--- config.mk ---
export PLATFORM = sky130hd
export DESIGN_NAME = rvc_compress_packer
export DESIGN_NICKNAME = d
export VERILOG_FILES = /design/src/rtl/rvc_compress_packer.sv
export SDC_FILE = /design/constraint.sdc
export NUM_CORES = 1
export LEC_CHECK = 0
export BUFFER_PORTS_ARGS = -buffer_cell sky130_fd_sc_hd__buf_4
export CORE_MARGIN = 2
export CORE_UTILIZATION = 40
export CTS_CLUSTER_SIZE = 24
export DETAILED_ROUTE_END_ITERATION = 12
export HOLD_SLACK_MARGIN = 0.12
export SETUP_SLACK_MARGIN = 0.4
export SLEW_MARGIN = 20
export SYNTH_ARGS = -nofsm -noshare
export SYNTH_HDL_FRONTEND = slang
export SYNTH_SLANG_ARGS = --single-unit
--- constraint.sdc ---
create_clock -name clk_i -period 6.7 [get_ports clk_i]
set_input_delay 0.67 -clock clk_i [delete_from_list [all_inputs] [get_ports clk_i]]
set_output_delay 0.67 -clock clk_i [all_outputs]
set_load 0.05 [all_outputs]
--- src/rtl/rvc_compress_packer.sv ---
// rvc_compress_packer: streaming RV32 -> RVC compressor.
// Each accepted 32-bit instruction is replaced by its 16-bit RVC form when one
// exists, and the resulting halfwords are packed little-endian into 32-bit words
// behind a one-entry valid/ready output slot.
// Optional build macro RVC_COMPRESS_RV64_EN adds c.ld / c.sd / c.addiw.
module rvc_compress_packer #(
  parameter int unsigned CNT_W  = 16,
  parameter logic [15:0] PAD_HW = 16'h0001
) (
  input  logic             clk_i,
  input  logic             rst_i,
  input  logic [31:0]      instr_i,
  input  logic             instr_valid_i,
  output logic             instr_ready_o,
  input  logic             flush_i,
  output logic [31:0]      data_o,
  output logic             data_valid_o,
  input  logic             data_ready_i,
  output logic             idle_o,
  output logic [CNT_W-1:0] cnt_compressed_o
);

  typedef enum logic {StEmpty, StHalf} state_e;

  state_e           state_q, state_d;
  logic [15:0]      pend_q, pend_d;
  logic [31:0]      data_q, data_d;
  logic             valid_q, valid_d;
  logic [CNT_W-1:0] cnt_q;

  // Instruction fields
  logic [6:0]  opcode;
  logic [2:0]  funct3;
  logic [6:0]  funct7;
  logic [4:0]  rd, rs1, rs2;
  logic [11:0] imm_i, imm_s;
  logic        imm6_ok;  // I-immediate fits in a signed 6-bit field

  assign opcode  = instr_i[6:0];
  assign rd      = instr_i[11:7];
  assign funct3  = instr_i[14:12];
  assign rs1     = instr_i[19:15];
  assign rs2     = instr_i[24:20];
  assign funct7  = instr_i[31:25];
  assign imm_i   = instr_i[31:20];
  assign imm_s   = {instr_i[31:25], instr_i[11:7]};
  assign imm6_ok = (&instr_i[31:25]) | ~(|instr_i[31:25]);

  logic        comp;
  logic [15:0] hw;

  // Combinational compressor: comp=1 with hw holding the RVC encoding
  always_comb begin
    comp = 1'b0;
    hw   = 16'h0000;
    case (opcode)
      7'b0010011: begin  // addi
        if (funct3 == 3'b000) begin
          if (rd == 5'd0 && rs1 == 5'd0 && imm_i == 12'd0) begin
            comp = 1'b1;
            hw   = 16'h0001;
          end else if (rd != 5'd0 && rs1 == rd && imm_i != 12'd0 && imm6_ok) begin
            comp = 1'b1;
            hw   = {3'b000, imm_i[5], rd, imm_i[4:0], 2'b01};
          end else if (rd != 5'd0 && rs1 == 5'd0 && imm6_ok) begin
            comp = 1'b1;
            hw   = {3'b010, imm_i[5], rd, imm_i[4:0], 2'b01};
          end
        end
      end
      7'b0110011: begin  // add
        if (funct3 == 3'b000 && funct7 == 7'd0 && rd != 5'd0 && rs2 != 5'd0) begin
          if (rs1 == 5'd0) begin
            comp = 1'b1;
            hw   = {4'b1000, rd, rs2, 2'b10};
          end else if (rs1 == rd) begin
            comp = 1'b1;
            hw   = {4'b1001, rd, rs2, 2'b10};
          end
        end
      end
      7'b0000011: begin  // loads
        if (funct3 == 3'b010 && rd[4:3] == 2'b01 && rs1[4:3] == 2'b01 &&
            imm_i[11:7] == 5'd0 && imm_i[1:0] == 2'b00) begin
          comp = 1'b1;
          hw   = {3'b010, imm_i[5:3], rs1[2:0], imm_i[2], imm_i[6], rd[2:0], 2'b00};
        end
`ifdef RVC_COMPRESS_RV64_EN
        else if (funct3 == 3'b011 && rd[4:3] == 2'b01 && rs1[4:3] == 2'b01 &&
                 imm_i[11:8] == 4'd0 && imm_i[2:0] == 3'b000) begin
          comp = 1'b1;
          hw   = {3'b011, imm_i[5:3], rs1[2:0], imm_i[7:6], rd[2:0], 2'b00};
        end
`endif
      end
      7'b0100011: begin  // stores
        if (funct3 == 3'b010 && rs2[4:3] == 2'b01 && rs1[4:3] == 2'b01 &&
            imm_s[11:7] == 5'd0 && imm_s[1:0] == 2'b00) begin
          comp = 1'b1;
          hw   = {3'b110, imm_s[5:3], rs1[2:0], imm_s[2], imm_s[6], rs2[2:0], 2'b00};
        end
`ifdef RVC_COMPRESS_RV64_EN
        else if (funct3 == 3'b011 && rs2[4:3] == 2'b01 && rs1[4:3] == 2'b01 &&
                 imm_s[11:8] == 4'd0 && imm_s[2:0] == 3'b000) begin
          comp = 1'b1;
          hw   = {3'b111, imm_s[5:3], rs1[2:0], imm_s[7:6], rs2[2:0], 2'b00};
        end
`endif
      end
      7'b1100111: begin  // jalr
        if (funct3 == 3'b000 && imm_i == 12'd0 && rs1 != 5'd0) begin
          if (rd == 5'd0) begin
            comp = 1'b1;
            hw   = {4'b1000, rs1, 5'd0, 2'b10};
          end else if (rd == 5'd1) begin
            comp = 1'b1;
            hw   = {4'b1001, rs1, 5'd0, 2'b10};
          end
        end
      end
      7'b1110011: begin  // ebreak
        if (instr_i == 32'h0010_0073) begin
          comp = 1'b1;
          hw   = 16'h9002;
        end
      end
`ifdef RVC_COMPRESS_RV64_EN
      7'b0011011: begin  // addiw
        if (funct3 == 3'b000 && rd != 5'd0 && rs1 == rd && imm6_ok) begin
          comp = 1'b1;
          hw   = {3'b001, imm_i[5], rd, imm_i[4:0], 2'b01};
        end
      end
`endif
      default: ;
    endcase
  end

  logic in_fire, out_fire;
  assign instr_ready_o = !valid_q || data_ready_i;
  assign in_fire       = instr_valid_i && instr_ready_o;
  assign out_fire      = valid_q && data_ready_i;

  // Packing FSM: next state, pending halfword and output slot
  always_comb begin
    state_d = state_q;
    pend_d  = pend_q;
    data_d  = data_q;
    valid_d = out_fire ? 1'b0 : valid_q;
    if (in_fire) begin
      if (state_q == StEmpty) begin
        if (comp) begin
          pend_d  = hw;
          state_d = StHalf;
        end else begin
          data_d  = instr_i;
          valid_d = 1'b1;
        end
      end else if (comp) begin
        data_d  = {hw, pend_q};
        valid_d = 1'b1;
        state_d = StEmpty;
      end else begin
        data_d  = {instr_i[15:0], pend_q};
        pend_d  = instr_i[31:16];
        valid_d = 1'b1;
      end
    end else if (state_q == StHalf && flush_i && instr_ready_o) begin
      // Flush only when the slot is free or draining this cycle
      data_d  = {PAD_HW, pend_q};
      valid_d = 1'b1;
      state_d = StEmpty;
    end
  end

  // State, slot and saturating counter registers
  always_ff @(posedge clk_i) begin
    if (rst_i) begin
      state_q <= StEmpty;
      pend_q  <= 16'h0000;
      data_q  <= 32'h0000_0000;
      valid_q <= 1'b0;
      cnt_q   <= '0;
    end else begin
      state_q <= state_d;
      pend_q  <= pend_d;
      data_q  <= data_d;
      valid_q <= valid_d;
      if (in_fire && comp && cnt_q != {CNT_W{1'b1}}) begin
        cnt_q <= cnt_q + 1'b1;
      end
    end
  end

  assign data_o           = data_q;
  assign data_valid_o     = valid_q;
  assign idle_o           = (state_q == StEmpty) && !valid_q;
  assign cnt_compressed_o = cnt_q;

endmodule

* Word-level counts from Yosys, hierarchy flattened *
Index checks and enable logic that the tools add are counted.

word-level totals
  logic and storage cells = 118
  register bits after elaboration = 66
  output and inout port bits = 51
  bits of input ports = 37

operators by class
  equality and inequality tests = 16
  bitwise gates (word level) = 3
  multiplexer cells = 46
  add/sub/neg operators = 1
  reductions and logical operators = 47

operators with widths
  operator                                                number
  two-way mux 16 bit                                      11
  two-way mux 32 bit                                      5
  case mux 16 bit (6 select lines)                        1
  two-way mux 15 bit                                      5
  equality test 32 x 21 -> 1 bit (second input constant)  1
  logical AND 1 bit                                       27
  two-way mux 1 bit                                       23
  adder 16 x 1 -> 16 bit (second input constant)          1
  inequality test 16 bit (second input constant)          1
  zero test 5 bit                                         3
  nonzero test 5 bit                                      3
  equality test 7 x 6 -> 1 bit (second input constant)    2
  equality test 7 bit (second input constant)             2
  zero test 12 bit                                        1
  nonzero test 12 bit                                     1
  equality test 7 x 2 -> 1 bit (second input constant)    1
  equality test 7 x 5 -> 1 bit (second input constant)    1
  zero test 7 bit                                         1
  AND reduction 7 bit                                     1
  OR reduction 7 bit                                      1
  equality test 2 x 1 -> 1 bit (second input constant)    3
  case mux 1 bit (6 select lines)                         1
  equality test 5 x 1 -> 1 bit (second input constant)    1
  equality test 5 bit                                     1
  other kinds (12)                                        15

* Logic depth before layout (Yosys ltp) *
  word-level depth = 12
  gate-level depth with buffers = 16
  mapped depth without buffers = 13

* Least setup slack after synthesis *
No wires, ideal clock.

  path kind = input-to-reg
  from = input port instr_i[11]
  to = register data_q[22], in the netlist data_o[22]
  buffers on the path = 3
  setup slack = 3.327 ns
  cell stages on the path = 15
  library setup time = 0.074 ns
  required time = 6.626 ns
  data arrival time = 3.299 ns
  cell sequence = buf_6 or4_4 buf_6 nand2b_1 o21ai_0 o32ai_2 nand2_1 nand3_1 ha_1 nand2b_1 nor3_1 clkbuf_1 a22oi_1 a21o_1 a31oi_1

on the way
  cells in the longest elaborated chain, start to end = 11
  elaborated cells on any way between the ends = 48
  those cells by class = eq/ne: 5; mux: 27; reduce/logical: 16

RTL lines
  element                                                                                     line    text
  start, declared                                                                             12      input logic [31:0] instr_i,
  nonzero test 5 bit / equality test 5 bit (equally long branches)                            n/a
  logical AND 1 bit, on equally long branches (2 in a row)                                    65, 62
  two-way mux 15 bit (tied with other cells)                                                  65      end else if (rd != 5'd0 && rs1 == 5'd0 && imm6_ok) begin
  two-way mux 15 bit / two-way mux 1 bit (equally long branches)                              62      end else if (rd != 5'd0 && rs1 == rd && imm_i != 12'd0 && imm6_ok) begin
  two-way mux 15 bit / two-way mux 1 bit (equally long branches)                              59      if (rd == 5'd0 && rs1 == 5'd0 && imm_i == 12'd0) begin
  two-way mux 15 bit / two-way mux 1 bit (equally long branches)                              58      if (funct3 == 3'b000) begin
  case mux 16 bit (6 select lines) / case mux 1 bit (6 select lines) (equally long branches)  56      case (opcode)
  two-way mux 32 bit                                                                          159     end else if (comp) begin
  two-way mux 32 bit                                                                          151     if (state_q == StEmpty) begin
  two-way mux 32 bit                                                                          150     if (in_fire) begin
  end signal, assigned                                                                        187     data_q <= data_d;
  end, declared                                                                               27      logic [31:0] data_q, data_d;

Several ways; a longest one is shown, not always the timed one.
A chain may end at the register's enable or synchronous reset.

* Worst setup path in the final report *
  from = input port instr_i[30]
  to = register data_q[28], in the netlist data_o[28]

on the way
  cells in the longest elaborated chain, start to end = 12
  elaborated cells on any way between the ends = 47
  those cells by class = eq/ne: 2; mux: 23; bitwise: 2; reduce/logical: 20

RTL lines
  element                                                                                     line  text
  OR reduction 7 bit                                                                          47    assign imm6_ok = (&instr_i[31:25]) | ~(|instr_i[31:25]);
  inverter 1 bit                                                                              47
  bitwise OR 1 bit                                                                            47
  logical AND 1 bit                                                                           65
  two-way mux 15 bit / two-way mux 1 bit (equally long branches)                              65
  two-way mux 15 bit / two-way mux 1 bit (equally long branches)                              62
  two-way mux 15 bit / two-way mux 1 bit (equally long branches)                              59
  two-way mux 15 bit / two-way mux 1 bit (equally long branches)                              58
  case mux 16 bit (6 select lines) / case mux 1 bit (6 select lines) (equally long branches)  56
  two-way mux 32 bit                                                                          159
  two-way mux 32 bit                                                                          151
  two-way mux 32 bit                                                                          150

Several ways; a longest one is shown, not always the timed one.

==> out/qor.txt <==
Routed wl met2: 6860 um
Starting Density: 0.414
Xor/xnor share of the synthesized area: 0.0137
DRC: 0
Hold Fails Final Rpt: 0
Top_reg_cell synth: dfxtp_1
CTS max path bufs: 2
Row count: 35
Cts hold-fix bufs: 0
Syn Area/Cell: 7.69 sq um
Fmax: 0.245 GHz
First-pass GRT wire length: 22400 um
Hold Path Sink: pend_q[6]
Largest family of logic cells by synthesized area: compound AO/OA/AOI/OAI gates
Post-route ant nets: 0
Critical Path RT: 6.95 ns
Final Cell Area: 4750 sq um
Worst-margin pin slew: 0.855 ns
Cells after DPL: 682
# fillers: 951
Synthesized cell area: 3820 sq um
Cells after Synth: 497
Post-CTS sizing: 0
Max-cap viol count: 0
R2R Setup Slk: 3.79 ns
Clock Pin Slew Worst Setup and Hold Paths: 0.08 ns
Status: complete, no violations
Area Growth Syn to Fin: 24.1%
CTS tree: done
Core Util, Final: 0.514
R2R Path End: cnt_compressed_o[1]
Largest cells by area after synthesis: dfxtp_1 (35%), nand2_1 (5.3%), a21oi_1 (5.0%)
Post-layout nets: 603
Setup CP Type: input port to register
Netlist cell types: 57
CP Capture Type: register
Sink Count: 66
Critical path cell sequence: buf_4 > nor4_1 > nand4_1 > a31oi_1 > o32ai_2 > nand2_1 > nand3_1 > ha_1 > nand2b_1 > nor3_1 > buf_4 > a22oi_1 > nor2b_1 > a221oi_1
Maximum vdd drop: 0.102 mV
Vert. Die Dim: 102 um
Slowest-stage cell, CP: nor3_1
# diodes: 0
Dpl hpwl: 10300 um
Clk_skew: 0.0108 ns
M1 wire length: 6080 um
Clk_lat worst skew: 0.35 ns
Hold Path Stages: 2
Largest net degree at the start of global routing: 68
H-tree level count: 3
Highest metal used: met4
Leakage power: 1.73 nW
Synth Area in Compound Gates: 0.303
DIE WIDTH: 102 um
Crit path largest cell delay: 0.66 ns
Core area: 9240 sq um
Place WS: 2.28 ns
Count of final setup violators: 0
Critical path depth: 14
Hold_sp: pend_q[6]
Aggregate global routing overflow: 0
Net Count, Synth: 536
Die ar.: 10400 sq um
Slew Viols, Final: 0
All-Layer GR Usage: 0.285
Port Buffers: 87
Fraction of layout cells with a size suffix above 1: 0.209
CTS buffer count: 9
I/O Pins: 88
Most frequent CP cell: buf_4
Post-layout minimum cycle time: 4.07 ns
Final Total Pwr: 0.989 mW
Syn. warnings: 0
Sequential cell area fraction in the yosys report: 0.346
Synthesis-stage register bit count: 66
Final worst setup slack: 2.63 ns
Final Cycle Share: 0.608
Power per cell area: 208 nW/um^2
DR vias: 4279
Buf/Inv on CP: 2
Number of global-route vias before repair: 4110
Setup TNS: 0 ns
Area share of the largest cell type after synthesis: 0.346
Arr. time, crit path: 4.32 ns
Min-delay worst type: register to register
Largest area contributor in the synthesized netlist: dfxtp_1
DR WL/cell: 20.8 um
Worst r2r src: data_valid_o
R2R cell count: 9
Type of origin of the critical path: input port
Mux contribution to synthesized area: 0.00524
Via-to-Cell Ratio: 6.13
Delay-heaviest family, CP: simple AND/OR/NAND/NOR gates
DRT Pass-1 Iters: 5
Clk root buf: clkbuf_8
Iteration-0 DRC count of the detailed router: 266
Initial antenna violation count: 0
Simple-gate portion of the synthesized area: 0.271
Async S/R FF share, synth: 0
RSZ-0062 raised after global routing: no
Post CTS Setup Buffer Count: 0
CP Max Fanout: 7
DR WL met3: 933 um
Total wire length: 14500 um
GP Congestion: 0.953
Post-Synth Adder-Cell Area: 0.00654
Post-route insts no fill: 698
Post-synth EDFFs: 0
DP Area: 4520 sq um
Headroom to the max-slew limit: 0.426
Min Hold Slack: 0.454 ns
-- synth_stat cells (8+ instances only) --
library cell  count
a22o_1            8
o21ai_0          34
nor2_1           48
nor3_1           11
nand3_1          14
or3_1            19
nand2_1          54
a311oi_1         16
o211ai_1         10
inv_1             9
a31oi_1          12
dfxtp_1          66
a22oi_1           8
nand4_1          13
clkbuf_1         30
a21oi_1          38
-- final cells by class --
type / instances / area [sq um] / area share
repair buffers: 94 / 706 / 0.149
inverters: 9 / 33.8 / 0.00712
flip-flops and latches: 66 / 1320 / 0.278
clock buffers: 11 / 141 / 0.0298
multi-input cells: 384 / 2300 / 0.484
clock inverters: 5 / 85.1 / 0.0179
well taps: 129 / 161 / 0.0340
-- state kept, by name (all words and copies together) (netlist names) --
signal / count
data_o: 32
pend_q: 16
data_valid_o: 1
cnt_compressed_o: 16
state_q: 1
-- cell families (layout without fill, tap and decap cells) --
family                   count (synthesis)  after routing
adder cells (fa/ha/maj)                  2              2
buffers and inverters                   47            119
flip-flops                              66             66
XOR/XNOR                                 6              6
AO/OA/AOI/OAI                          171            171
multiplexers                             2              2
AND/OR/NAND/NOR                        203            203
-- placed cells by master (no fill, tap or decap), drive strengths merged, types with 8 or more instances in the layout --
cell / instances
a22o: 8
a31oi: 12
nand3: 14
nor2: 48
a22oi: 8
a21oi: 39
nor3: 11
buf: 94
nand2: 54
or3: 19
o21ai: 40
o211ai: 11
clkbuf: 11
inv: 11
dfxtp: 66
nand4: 13
a311oi: 16
-- routing by layer --
metal  vias to the layer above  global-route usage
met4                         0               0.144
li1                       2019                   -
met2                       183               0.465
met5                         -                   0
met3                        43              0.0628
met1                      2034               0.352
-- worst max-delay path by stage --
stage	start	end	slack (ns)
floorplan	instr_i[11]	data_o[22]	3.33
global placement	instr_i[30]	data_o[28]	2.49
detailed placement	instr_i[30]	data_o[28]	2.28
finish	instr_i[30]	data_o[28]	2.63
global route	instr_i[30]	data_o[28]	2.29
CTS	instr_i[30]	data_o[28]	2.65
-- power by group --
part,switching (mW),internal (mW)
logic,0.120,0.0552
registers,0.00802,0.405
clock network,0.178,0.223
total,0.306,0.683
-- worst reg2reg max path, cell delays in order, from the launching register on --
cell      delay, ns
dfxtp_1        0.37
nor2b_1        0.47
inv_1          0.22
nand2_1        0.59
a31oi_1        0.16
and2_1         0.22
a221oi_2       0.17
buf_4          0.31
mux2i_1        0.22
nor2_1         0.05
(Power assumes the default switching activity.)
